$ cat src/rtl/i2s2_rx.sv
// I2S receiver master: forwards mclk, generates sclk/lrck, deserialises stereo samples.
// Optional overrun detection is enabled by defining I2S2_RX_OVERRUN_EN.
module i2s2_rx #(
  parameter int unsigned SAMPLE_WIDTH = 24,
  parameter int unsigned SCLK_DIV     = 12
) (
  input  logic                    clk_in,
  input  logic                    rst_n_in,
  input  logic                    sdout_in,
  input  logic                    ready_in,
  output logic                    mclk_out,
  output logic                    sclk_out,
  output logic                    lrck_out,
  output logic [SAMPLE_WIDTH-1:0] left_out,
  output logic [SAMPLE_WIDTH-1:0] right_out,
  output logic                    valid_out,
  output logic                    overrun_out
);

  localparam int unsigned DW = $clog2(SCLK_DIV);
  localparam logic [DW-1:0] DLast   = DW'(SCLK_DIV - 1);
  localparam logic [DW-1:0] DSample = DW'(SCLK_DIV - 2);
  localparam logic [DW-1:0] DHalf   = DW'(SCLK_DIV / 2);
  localparam logic [5:0] CommitSlot = 6'(32 + SAMPLE_WIDTH);
  localparam logic [4:0] LastBit    = 5'(SAMPLE_WIDTH);

  logic [DW-1:0]           d_q, d_d;
  logic [5:0]              s_q, s_d;
  logic                    sclk_q, sclk_d;
  logic                    lrck_q, lrck_d;
  logic [SAMPLE_WIDTH-1:0] lsr_q, lsr_d;
  logic [SAMPLE_WIDTH-1:0] rsr_q, rsr_d;
  logic [SAMPLE_WIDTH-1:0] left_q, left_d;
  logic [SAMPLE_WIDTH-1:0] right_q, right_d;
  logic                    valid_q, valid_d;
  logic                    ovr_q, ovr_d;
  logic                    wrap, sample, in_data, commit;
  logic [4:0]              slot;

  always_comb begin
    wrap    = (d_q == DLast);
    d_d     = wrap ? '0 : d_q + 1'b1;
    s_d     = wrap ? s_q + 6'd1 : s_q;
    // Registered from next-state so sclk/lrck line up with the counters.
    sclk_d  = (d_d >= DHalf);
    lrck_d  = s_d[5];

    slot    = s_q[4:0];
    in_data = (slot != 5'd0) && (slot <= LastBit);
    sample  = (d_q == DSample) && in_data;
    commit  = (s_q == CommitSlot) && wrap;

    lsr_d = lsr_q;
    rsr_d = rsr_q;
    if (sample && !s_q[5]) lsr_d = {lsr_q[SAMPLE_WIDTH-2:0], sdout_in};
    if (sample && s_q[5])  rsr_d = {rsr_q[SAMPLE_WIDTH-2:0], sdout_in};

    left_d  = left_q;
    right_d = right_q;
    valid_d = valid_q;
    ovr_d   = ovr_q;
    if (commit) begin
      if (!valid_q || ready_in) begin
        left_d  = lsr_q;
        right_d = rsr_q;
        valid_d = 1'b1;
      end else begin
`ifdef I2S2_RX_OVERRUN_EN
        ovr_d   = 1'b1;
`else
        left_d  = lsr_q;
        right_d = rsr_q;
`endif
      end
    end else if (valid_q && ready_in) begin
      valid_d = 1'b0;
    end
  end

  always_ff @(posedge clk_in or negedge rst_n_in) begin
    if (!rst_n_in) begin
      d_q     <= '0;
      s_q     <= '0;
      sclk_q  <= 1'b0;
      lrck_q  <= 1'b0;
      lsr_q   <= '0;
      rsr_q   <= '0;
      left_q  <= '0;
      right_q <= '0;
      valid_q <= 1'b0;
    end else begin
      d_q     <= d_d;
      s_q     <= s_d;
      sclk_q  <= sclk_d;
      lrck_q  <= lrck_d;
      lsr_q   <= lsr_d;
      rsr_q   <= rsr_d;
      left_q  <= left_d;
      right_q <= right_d;
      valid_q <= valid_d;
    end
  end

`ifdef I2S2_RX_OVERRUN_EN
  always_ff @(posedge clk_in or negedge rst_n_in) begin
    if (!rst_n_in) ovr_q <= 1'b0;
    else           ovr_q <= ovr_d;
  end
`else
  assign ovr_q = 1'b0;
`endif

  assign mclk_out    = clk_in;
  assign sclk_out    = sclk_q;
  assign lrck_out    = lrck_q;
  assign left_out    = left_q;
  assign right_out   = right_q;
  assign valid_out   = valid_q;
  assign overrun_out = ovr_q;

endmodule

$ cat config.mk
export PLATFORM = sky130hd
export DESIGN_NAME = i2s2_rx
export DESIGN_NICKNAME = d
export VERILOG_FILES = /design/src/rtl/i2s2_rx.sv
export SDC_FILE = /design/constraint.sdc
export NUM_CORES = 1
export LEC_CHECK = 0
export BUFFER_PORTS_ARGS = -buffer_cell sky130_fd_sc_hd__buf_2
export CAP_MARGIN = 20
export CORE_MARGIN = 5
export CORE_UTILIZATION = 51
export DETAILED_ROUTE_END_ITERATION = 8
export PLACE_DENSITY = 0.72
export SLEW_MARGIN = 20
export SYNTH_ARGS = -nofsm -noshare
export SYNTH_HDL_FRONTEND = slang
export SYNTH_SLANG_ARGS = --single-unit
$ cat constraint.sdc
create_clock -name clk_in -period 1.9 [get_ports clk_in]
set_clock_uncertainty 0.15 [all_clocks]
set_input_delay 0.095 -clock clk_in [delete_from_list [all_inputs] [get_ports clk_in]]
set_output_delay 0.095 -clock clk_in [all_outputs]
set_load 0.05 [all_outputs]
### After elaboration in Yosys (flattened, before gate mapping)

Cells that the tools add are included.

* register bits: 108
* bits of input ports: 4
* output and inout bits: 53
* logic and storage cells: 34

* $add $sub $neg: 2
* order comparisons: 2
* equality and inequality tests: 4
* mux-type cells: 5
* reductions and logical operators: 12

Operators by type and width (number)
* == test 4 bit, second input constant: 2
* adder 6 x 1 -> 6 bit, second input constant: 1
* == test 6 bit, second input constant: 1
* logical AND 1 bit: 6
* two-way mux 6 bit: 1
* <= comparator 5 bit, second input constant: 1
* nonzero test 5 bit: 1
* adder 4 x 1 -> 4 bit, second input constant: 1
* greater-or-equal comparator 4 x 3 -> 1 bit, second input constant: 1
* two-way mux 4 bit: 1
* two-way mux 1 bit: 3
* logical NOT 1 bit: 2
* != test 2 x 1 -> 1 bit, second input constant: 1
* AND reduction 2 bit: 1
* nonzero test 2 bit: 1
* logical OR 1 bit: 1

### Depth between registers and ports, before layout

Gate-level depths: netlist of the first run.

* word-level depth: 4
* depth in mapped cells: 8
* depth with buffers taken out: 5

==> results of run 1 <==
==> flip-flops by register name, indices dropped and copies added (netlist names) <==
signal and count:
d_q 4, valid_out 1, right_out 24, rsr_q 24, s_q 6, lsr_q 24, left_out 24, sclk_out 1
==> worst register-to-register path, stage by stage, from the launching register on <==
cell	delay [ps]
dfrtp_1	400
inv_2	80
ha_4	120
or4b_4	480
o211ai_4	160
clkbuf_16	220
mux2_2	340
==> worst max path at each step <==
stage / start / end / slack (ps)
floorplan: s_q[0] / rsr_q[10] / -80
global placement: s_q[1] / lsr_q[11] / -40
detailed placement: s_q[1] / lsr_q[7] / -110
CTS: s_q[1] / lsr_q[7] / -130
global route: s_q[1] / lsr_q[9] / -190
finish: s_q[1] / lsr_q[9] / -140
==> layout by cell type (no fill, tap or decap), types with 2 or more instances in the layout <==
cell / instances
nor2_1: 2
ha_1: 3
dfrtp_1: 108
inv_2: 2
buf_12: 8
a21o_1: 2
dlygate4sd3_1: 3
mux2_4: 74
clkbuf_16: 5
nand3_1: 2
mux2_2: 23
inv_1: 4
xnor2_1: 6
buf_4: 16
clkbuf_8: 14
nand2_1: 5
buf_2: 55
and4b_1: 2
==> layer usage <==
metal / up-vias / share of wire / GRT usage
li1: 1087 / - / -
met3: 11 / 0.034 / 0.0423
met2: 39 / 0.49 / 0.231
met4: 0 / 0.011 / 0.0404
met1: 1207 / 0.46 / 0.194
met5: - / 0 / 0
==> timing repair <==
item,CTS,global route
resized for setup,1,47
pin swaps,0,1
gates cloned,0,7
endpoints found under the hold margin,111,0
setup buffers,0,5
hold buffers,4,0
endpoints found under the setup margin,81,76
==> metrics by stage <==
stage	cells	setup slack, ps	instance area, µm²	setup TNS, ps
after floorplan	262	-83.9	4390	-3350
final	461	-142	5540	-4930
after global routing	461	-190	5540	-8660
after CTS	449	-126	5170	-4410
after global placement	426	-41.7	4880	-1720
after detailed placement	426	-115	4880	-4140
==> cell type report <==
type / count / share of cell area
Inverter: 6 / 0.00406
Sequential cell: 108 / 0.488
Timing Repair Buffer: 88 / 0.132
Tap cell: 105 / 0.0237
Clock buffer: 16 / 0.0363
Clock inverter: 4 / 0.00993
Multi-Input combinational cell: 134 / 0.306
==> synthesized netlist by cell type (2+ instances only) <==
| cell type | number |
|---|---|
| a21o_1 | 2 |
| clkbuf_1 | 2 |
| dfrtp_1 | 108 |
| buf_4 | 4 |
| ha_1 | 5 |
| xnor2_1 | 6 |
| buf_6 | 3 |
| buf_2 | 3 |
| mux2_4 | 29 |
| nand3_1 | 2 |
| nor2_1 | 2 |
| mux2_2 | 68 |
| and4b_1 | 2 |
| inv_1 | 6 |
| buf_12 | 2 |
| nand2_1 | 5 |
==> logic make-up after synthesis <==
logic type | after synthesis | share of synthesized area
adder cells (fa/ha/maj) | 5 | 0.0144
multiplexers | 97 | 0.276
other | 1 | 0.000861
AND/OR/NAND/NOR | 19 | 0.0299
buffers and inverters | 20 | 0.0342
flip-flops | 108 | 0.621
AO/OA/AOI/OAI | 6 | 0.0121
XOR/XNOR | 6 | 0.0121
==> where the power goes <==
part	switching, mW	leakage [nW]	internal [mW]
clock network	0.869	0.129	0.838
registers	0.00344	1.49	2.30
logic	0.0521	1.31	0.0209
==> impl_metrics.json, run 1 <==
{
  "yosysTopAreaCell": "dfrtp_1",
  "pwr_density_cell_nw_per_um2": 737,
  "grt_usage": 0.145,
  "yosysWarningCount": 0,
  "min_period_ps": 2040,
  "r2r-start": "s_q[1]",
  "cp.depth": 6,
  "grt_remaining_overflow": 0,
  "power.total_mw": 4.08,
  "reg2reg_slack_ps": -140,
  "crit_path_start_kind": "register",
  "antenna_left": 0,
  "num-fill-cells": 567,
  "hold_viol_final": 0,
  "hold_class": "input port to asynchronous set/reset pin",
  "synth_area_leaders": "dfrtp_1, mux2_2, mux2_4",
  "slew_headroom": 0.646,
  "grt_pass1_vias": 2395,
  "synthCells": 262,
  "path_delay_family": "simple AND/OR/NAND/NOR gates",
  "synthArstFlopShare": 1.00,
  "ir_drop_mv": 0.784,
  "slew_violations": 0,
  "ys_seq_elements": 108,
  "rsz0062_at_grt": "true",
  "antenna_cells": 0,
  "cts_tree": "done",
  "crit_chain": "inv_2 > ha_4 > or4b_4 > o211ai_4 > clkbuf_16 > mux2_2",
  "timing.fmax_mhz": 490,
  "drtIter0Drc": 98,
  "seq_area_frac_synth": 0.621,
  "die_x_um": 102,
  "grt_pass1_wl_um": 11700,
  "cpMaxStageDelayCell": "or4b_4",
  "yosysUniqueCellTypes": 29,
  "crit_required_ps": 2110,
  "r2r-end": "lsr_q[9]",
  "insertion_delay_ps": 470,
  "grt_start_max_net_pins": 35,
  "dieArea_um2": 10500,
  "cp.arrival_ps": 2250,
  "dpl.hpwl_um": 4850,
  "syn2layout_area_growth_pct": 27.3,
  "cap_violations": 0,
  "syn_avg_cell_area_um2": 16.6,
  "critPathKind": "register to register",
  "violations": "setup timing",
  "place.gp.congestion": 0.769,
  "vias": 2344,
  "multi_input_area_um2": 1700,
  "via_per_inst": 5.08,
  "synthFlopType": "dfrtp_1",
  "hold_slack_ps": 7.19,
  "drtPass1Iterations": 4,
  "p_leak_nw": 2.93,
  "antenna_found_initial": 0,
  "fin_util": 0.671,
  "port_buffers": 55,
  "netlist_area_um2": 4350,
  "coreArea_um2": 8260,
  "synth_enable_flop_cells": 0,
  "drcViolationCount": 0,
  "endpoint_kind": "register",
  "wirelength_um": 7820,
  "die_h_um": 102,
  "cts.clk_slew.worst_paths_ps": 100,
  "worst_slack_ps": -142,
  "r2r_cells": 6,
  "start_util": 0.527,
  "drive_gt1_frac": 0.593,
  "crit_buf_inv": 2,
  "rows": 33,
  "cp_slowest_stage_delay_ps": 480,
  "outcome": "complete, but fails checks",
  "setup_viol_count_final": 54,
  "fin_crit_sh": 1.07,
  "final-seq-area_um2": 2700,
  "pin_count": 57,
  "worst_pin_slew_ps": 531,
  "yosys.area.top_type_share": 0.621,
  "syn_nets": 271,
  "wl_per_cell_um": 17.0,
  "path_max_fanout": 6,
  "finalNetCount": 360
}
No activity file was read; power rests on OpenSTA's default activity.
==> inputs of run 2 (changes only) <==
--- a/config.mk
+++ b/config.mk
@@ -6,11 +6,12 @@
 export NUM_CORES = 1
 export LEC_CHECK = 0
 export BUFFER_PORTS_ARGS = -buffer_cell sky130_fd_sc_hd__buf_2
-export CAP_MARGIN = 20
+export CAP_MARGIN = 5
 export CORE_MARGIN = 5
 export CORE_UTILIZATION = 51
 export DETAILED_ROUTE_END_ITERATION = 8
 export PLACE_DENSITY = 0.72
+export REMOVE_ABC_BUFFERS = 1
 export SLEW_MARGIN = 20
 export SYNTH_ARGS = -nofsm -noshare
 export SYNTH_HDL_FRONTEND = slang
==> run 2 against run 1 <==
Highest routed layer unchanged. Fmax is 0.75% higher. Wire length increased by 5.0%. Setup slack better by 15 ps. Design area barely moved. Utilization about the same. Die area unchanged. Register-to-register slack improved by 20 ps. Critical endpoint is now lsr_q[5]. The flow still finishes with violations (setup timing).
==> impl_metrics.json, run 2 (synthesis gave the netlist of run 1 again) <==
{
  "outcome": "complete, but fails checks",
  "violations": "setup timing",
  "slew_violations": 0,
  "hold_slack_ps": 66.9,
  "dpl.hpwl_um": 4570,
  "setup_viol_count_final": 71,
  "use_met3": 0.0321,
  "antenna_found_initial": 0,
  "finalNetCount": 361,
  "antenna_left": 0,
  "critPathKind": "register to register",
  "pre_cts_ws_ps": -141,
  "drtIter0Drc": 104,
  "fin_crit_sh": 1.07,
  "vias": 2408,
  "grt_pass1_wl_um": 12200,
  "dieArea_um2": 10500,
  "met1_usage": 0.194,
  "grt_start_max_net_pins": 109,
  "die_x_um": 102,
  "antenna_cells": 0,
  "endpoint_kind": "register",
  "final_common_cell": "dfrtp_1",
  "min_period_ps": 2030,
  "crit_chain": "inv_2 > ha_4 > or4b_4 > o211ai_2 > buf_12 > mux2_2",
  "crit_path_start_kind": "register",
  "insertion_delay_ps": 470,
  "power.total_mw": 4.08,
  "syn2layout_area_growth_pct": 27.3,
  "p_leak_nw": 2.90,
  "worst_pin_slew_ps": 560,
  "timing.fmax_mhz": 493,
  "pin_count": 57,
  "cap_violations": 0,
  "grt_pass1_vias": 2507,
  "worst_slack_ps": -127,
  "drtPass1Iterations": 4,
  "die_h_um": 102,
  "cpMaxStageDelayCell": "or4b_4",
  "hold_viol_final": 0,
  "grt-busiest-layer": "met2",
  "r2r_cells": 6,
  "cts_tree": "done",
  "num-fill-cells": 579,
  "cp.arrival_ps": 2220,
  "cp_slowest_stage_delay_ps": 470,
  "gr-usage-met2": 0.251,
  "grt_usage": 0.153,
  "coreArea_um2": 8260,
  "drive_gt1_frac": 0.602,
  "wirelength_um": 8210,
  "via_per_inst": 5.21,
  "pwr_density_cell_nw_per_um2": 737,
  "path_max_fanout": 24,
  "grt_remaining_overflow": 0,
  "drcViolationCount": 0,
  "rsz0062_at_grt": "true",
  "place.gp.congestion": 0.726,
  "cts.clk_slew.worst_paths_ps": 100,
  "final_cell_mix": "dfrtp_1, mux2_4, buf_2, mux2_2, buf_4",
  "r2r-end": "lsr_q[5]",
  "hold_class": "input port to asynchronous set/reset pin",
  "reg2reg_slack_ps": -130,
  "start_util": 0.527,
  "rows": 33,
  "port_buffers": 55,
  "r2r-start": "s_q[0]",
  "slew_headroom": 0.627,
  "ir_drop_mv": 0.815,
  "crit_required_ps": 2100,
  "wl_per_cell_um": 17.8,
  "startpoint": "s_q[0]"
}
run 2: worst max path at each step:
| stage | to | slack, ps |
|---|---|---|
| after global placement | lsr_q[15] | -80 |
| after floorplan | left_out[0] | -970 |
| final | lsr_q[5] | -130 |
| after global routing | lsr_q[5] | -180 |
| after CTS | lsr_q[18] | -120 |
| after detailed placement | lsr_q[20] | -140 |
run 2: where the power goes:
group | total (mW) | switching, mW | leakage, nW | internal, mW
Combinational | 0.0650 | 0.0499 | 1.28 | 0.0152
Sequential | 2.30 | 0.00296 | 1.49 | 2.30
Clock | 1.71 | 0.910 | 0.129 | 0.804
Total | 4.08 | 0.963 | 2.90 | 3.12
run 2: worst max-delay path, delay by kind of cell, from the launching register on:
family | cells | cell delay, ps
flip-flops | 1 | 400
AO/OA/AOI/OAI | 1 | 110
buffers and inverters | 2 | 290
adder cells (fa/ha/maj) | 1 | 130
multiplexers | 1 | 360
AND/OR/NAND/NOR | 1 | 470
run 2: per-layer routing:
layer | share of wire | wire length [µm]
met4 | 0.014 | 115
met1 | 0.46 | 3800
met2 | 0.49 | 4010
met5 | 0 | 0
met3 | 0.034 | 278
run 2: cell type report:
cell class | instances | area (µm²) | area share
repair buffers | 88 | 759 | 0.137
clock buffers | 14 | 184 | 0.0332
clock inverters | 6 | 68.8 | 0.0124
flip-flops and latches | 108 | 2700 | 0.487
multi-input cells | 135 | 1680 | 0.302
well taps | 105 | 131 | 0.0237
inverters | 6 | 22.5 | 0.00406
run 2: metrics by stage:
step | instance area [µm²] | utilization | setup TNS (ps) | instances
6_report | 5540 | 0.671 | -5540 | 462
5_1_grt | 5540 | 0.671 | -9100 | 462
4_1_cts | 5210 | 0.630 | -4840 | 450
3_5_place_dp | 4840 | 0.586 | -8040 | 425
3_3_place_gp | 4840 | 0.586 | -4310 | 425
2_1_floorplan | 4230 | - | -64230 | 248
run 2: what timing repair did:
item                                    4_1_cts  5_1_grt
pin swaps                                     1        3
cloned                                        2        8
hold endpoints to repair                    111        0
endpoints found under the setup margin       94       89
gates resized for setup                       9       38
buffers inserted                              1        4
hold buffers                                  3        0
==> inputs of run 3 (changes only) <==
--- a/config.mk
+++ b/config.mk
@@ -10,6 +10,7 @@
 export CORE_MARGIN = 5
 export CORE_UTILIZATION = 51
 export DETAILED_ROUTE_END_ITERATION = 8
+export MAX_ROUTING_LAYER = met4
 export PLACE_DENSITY = 0.72
 export REMOVE_ABC_BUFFERS = 1
 export SLEW_MARGIN = 20
==> constraint.sdc (replaced) <==
create_clock -name clk_in -period 1.8 [get_ports clk_in]
set_clock_uncertainty 0.15 [all_clocks]
set_input_delay 0.09 -clock clk_in [delete_from_list [all_inputs] [get_ports clk_in]]
set_output_delay 0.09 -clock clk_in [all_outputs]
set_load 0.05 [all_outputs]
==> run 3 against run 2 <==
The flow still finishes with violations (setup timing). Die area stayed put. Flip-flop and latch count stayed put. Fmax is 0.53% higher. Wire length is 3.6% higher. Register-to-register slack worse by 90 ps. Critical path type unchanged. Largest cell class unchanged.
==> impl_metrics.json, run 3 (synthesis gave the netlist of run 1 again) <==
{
  "grt_start_max_net_pins": 57,
  "via_per_inst": 5.13,
  "setup_viol_count_final": 96,
  "path_max_fanout": 24,
  "ir_drop_mv": 0.822,
  "start_util": 0.527,
  "path_delay_family": "simple AND/OR/NAND/NOR gates",
  "min_period_ps": 2020,
  "drcViolationCount": 0,
  "antenna_found_initial": 0,
  "cp.arrival_ps": 2210,
  "critPathKind": "register to register",
  "antenna_left": 0,
  "dpl.hpwl_um": 4760,
  "vias": 2427,
  "fin_crit_sh": 1.12,
  "drtPass1Iterations": 4,
  "crit_path_start_kind": "register",
  "worst_slack_ps": -216,
  "cts_tree": "done",
  "grt_pass1_vias": 2723,
  "antenna_cells": 0,
  "coreArea_um2": 8260,
  "fin_util": 0.685,
  "slew_violations": 0,
  "wl_per_cell_um": 18.0,
  "grt_remaining_overflow": 0,
  "timing.fmax_mhz": 496,
  "rows": 33,
  "endpoint_kind": "register",
  "insertion_delay_ps": 460,
  "violations": "setup timing",
  "dieArea_um2": 10500,
  "grt_usage": 0.182,
  "crit_chain": "inv_2 > ha_4 > or4b_4 > o211ai_2 > buf_12 > mux2_2",
  "pin_count": 57,
  "outcome": "complete, but fails checks",
  "cap_violations": 0,
  "crit_buf_inv": 2,
  "final_common_cell": "dfrtp_1",
  "rsz0062_at_grt": "true",
  "grt_pass1_wl_um": 14000,
  "pwr_density_cell_nw_per_um2": 758,
  "finalNetCount": 372,
  "syn2layout_area_growth_pct": 29.9,
  "port_buffers": 55,
  "drtIter0Drc": 77,
  "tns_ps": -13130,
  "crit_required_ps": 2000,
  "wirelength_um": 8500,
  "cts.clk_slew.worst_paths_ps": 110,
  "cpMaxStageDelayCell": "or4b_4",
  "place.gp.congestion": 0.737,
  "hold_viol_final": 0,
  "final_cell_mix": "dfrtp_1, mux2_4, buf_2, mux2_2, buf_4",
  "cp_slowest_stage_delay_ps": 470,
  "p_leak_nw": 2.96,
  "die_x_um": 102,
  "die_h_um": 102,
  "hold_class": "input port to asynchronous set/reset pin",
  "drive_gt1_frac": 0.611
}
## run 3: changes by cell type in the layout (fill, tap and decap cells not counted), sizes merged
cell,change
and4,-1
buf,+17
clkbuf,-5
clkinv,-1
inv,+1
## run 3: area by class of cell
class	count	area (µm²)
clock buffers	14	174
flip-flops and latches	108	2700
inverters	6	22.5
fillers	573	2600
clock inverters	6	68.8
well taps	105	131
repair buffers	100	878
multi-input cells	134	1680
## run 3: final timing paths
path                       startpoint  slack [ps]     endpoint  depth (start not counted)
max                            s_q[0]        -220    lsr_q[16]                          6
min                          rst_n_in          20     rsr_q[8]                          3
max reg2reg                    s_q[0]        -220    lsr_q[16]                          6
min reg2reg                 valid_out         350    valid_out                          1
max in group asynchronous    rst_n_in        1180  left_out[0]                          3
min in group clk_in          ready_in         300    valid_out                          4
## run 3: what timing repair did
item                                    4_1_cts  5_1_grt
setup buffers                                12        7
gates resized for setup                      53       20
pin swaps                                     1        3
hold buffers                                  4        0
endpoints found under the setup margin       96       96
hold endpoints to repair                    111        0
cloned                                        8        1
## run 3: worst register-to-register path, stage by stage (launching register included)
cell	delay [ps]
dfrtp_1	390
inv_2	80
ha_4	120
or4b_4	470
o211ai_2	110
buf_12	210
mux2_2	370
## run 3: metrics by stage
step	power, mW	hold WS, ps	setup WS, ps	cells	area [µm²]
final	4.29	17.7	-216	473	5660
after floorplan	2.49	-356	-1070	248	4230
after detailed placement	2.66	-93.2	-234	429	4870
after CTS	4.31	19.3	-221	471	5650
after global routing	4.45	37.7	-274	473	5660
after global placement	2.66	-92.2	-180	429	4870
## run 3: where the power goes
part	switching (mW)	internal (mW)
combinational	0.0563	0.0228
sequential	0.00322	2.43
clock	0.965	0.815
total	1.02	3.27
## run 3: routing by layer
layer,wire [µm],global-route usage,vias to the layer above
li1,-,-,1114
met1,3850,0.235,1261
met2,4300,0.285,43
met3,276,0.0369,9
met4,76,0.0696,0
met5,0,-,-
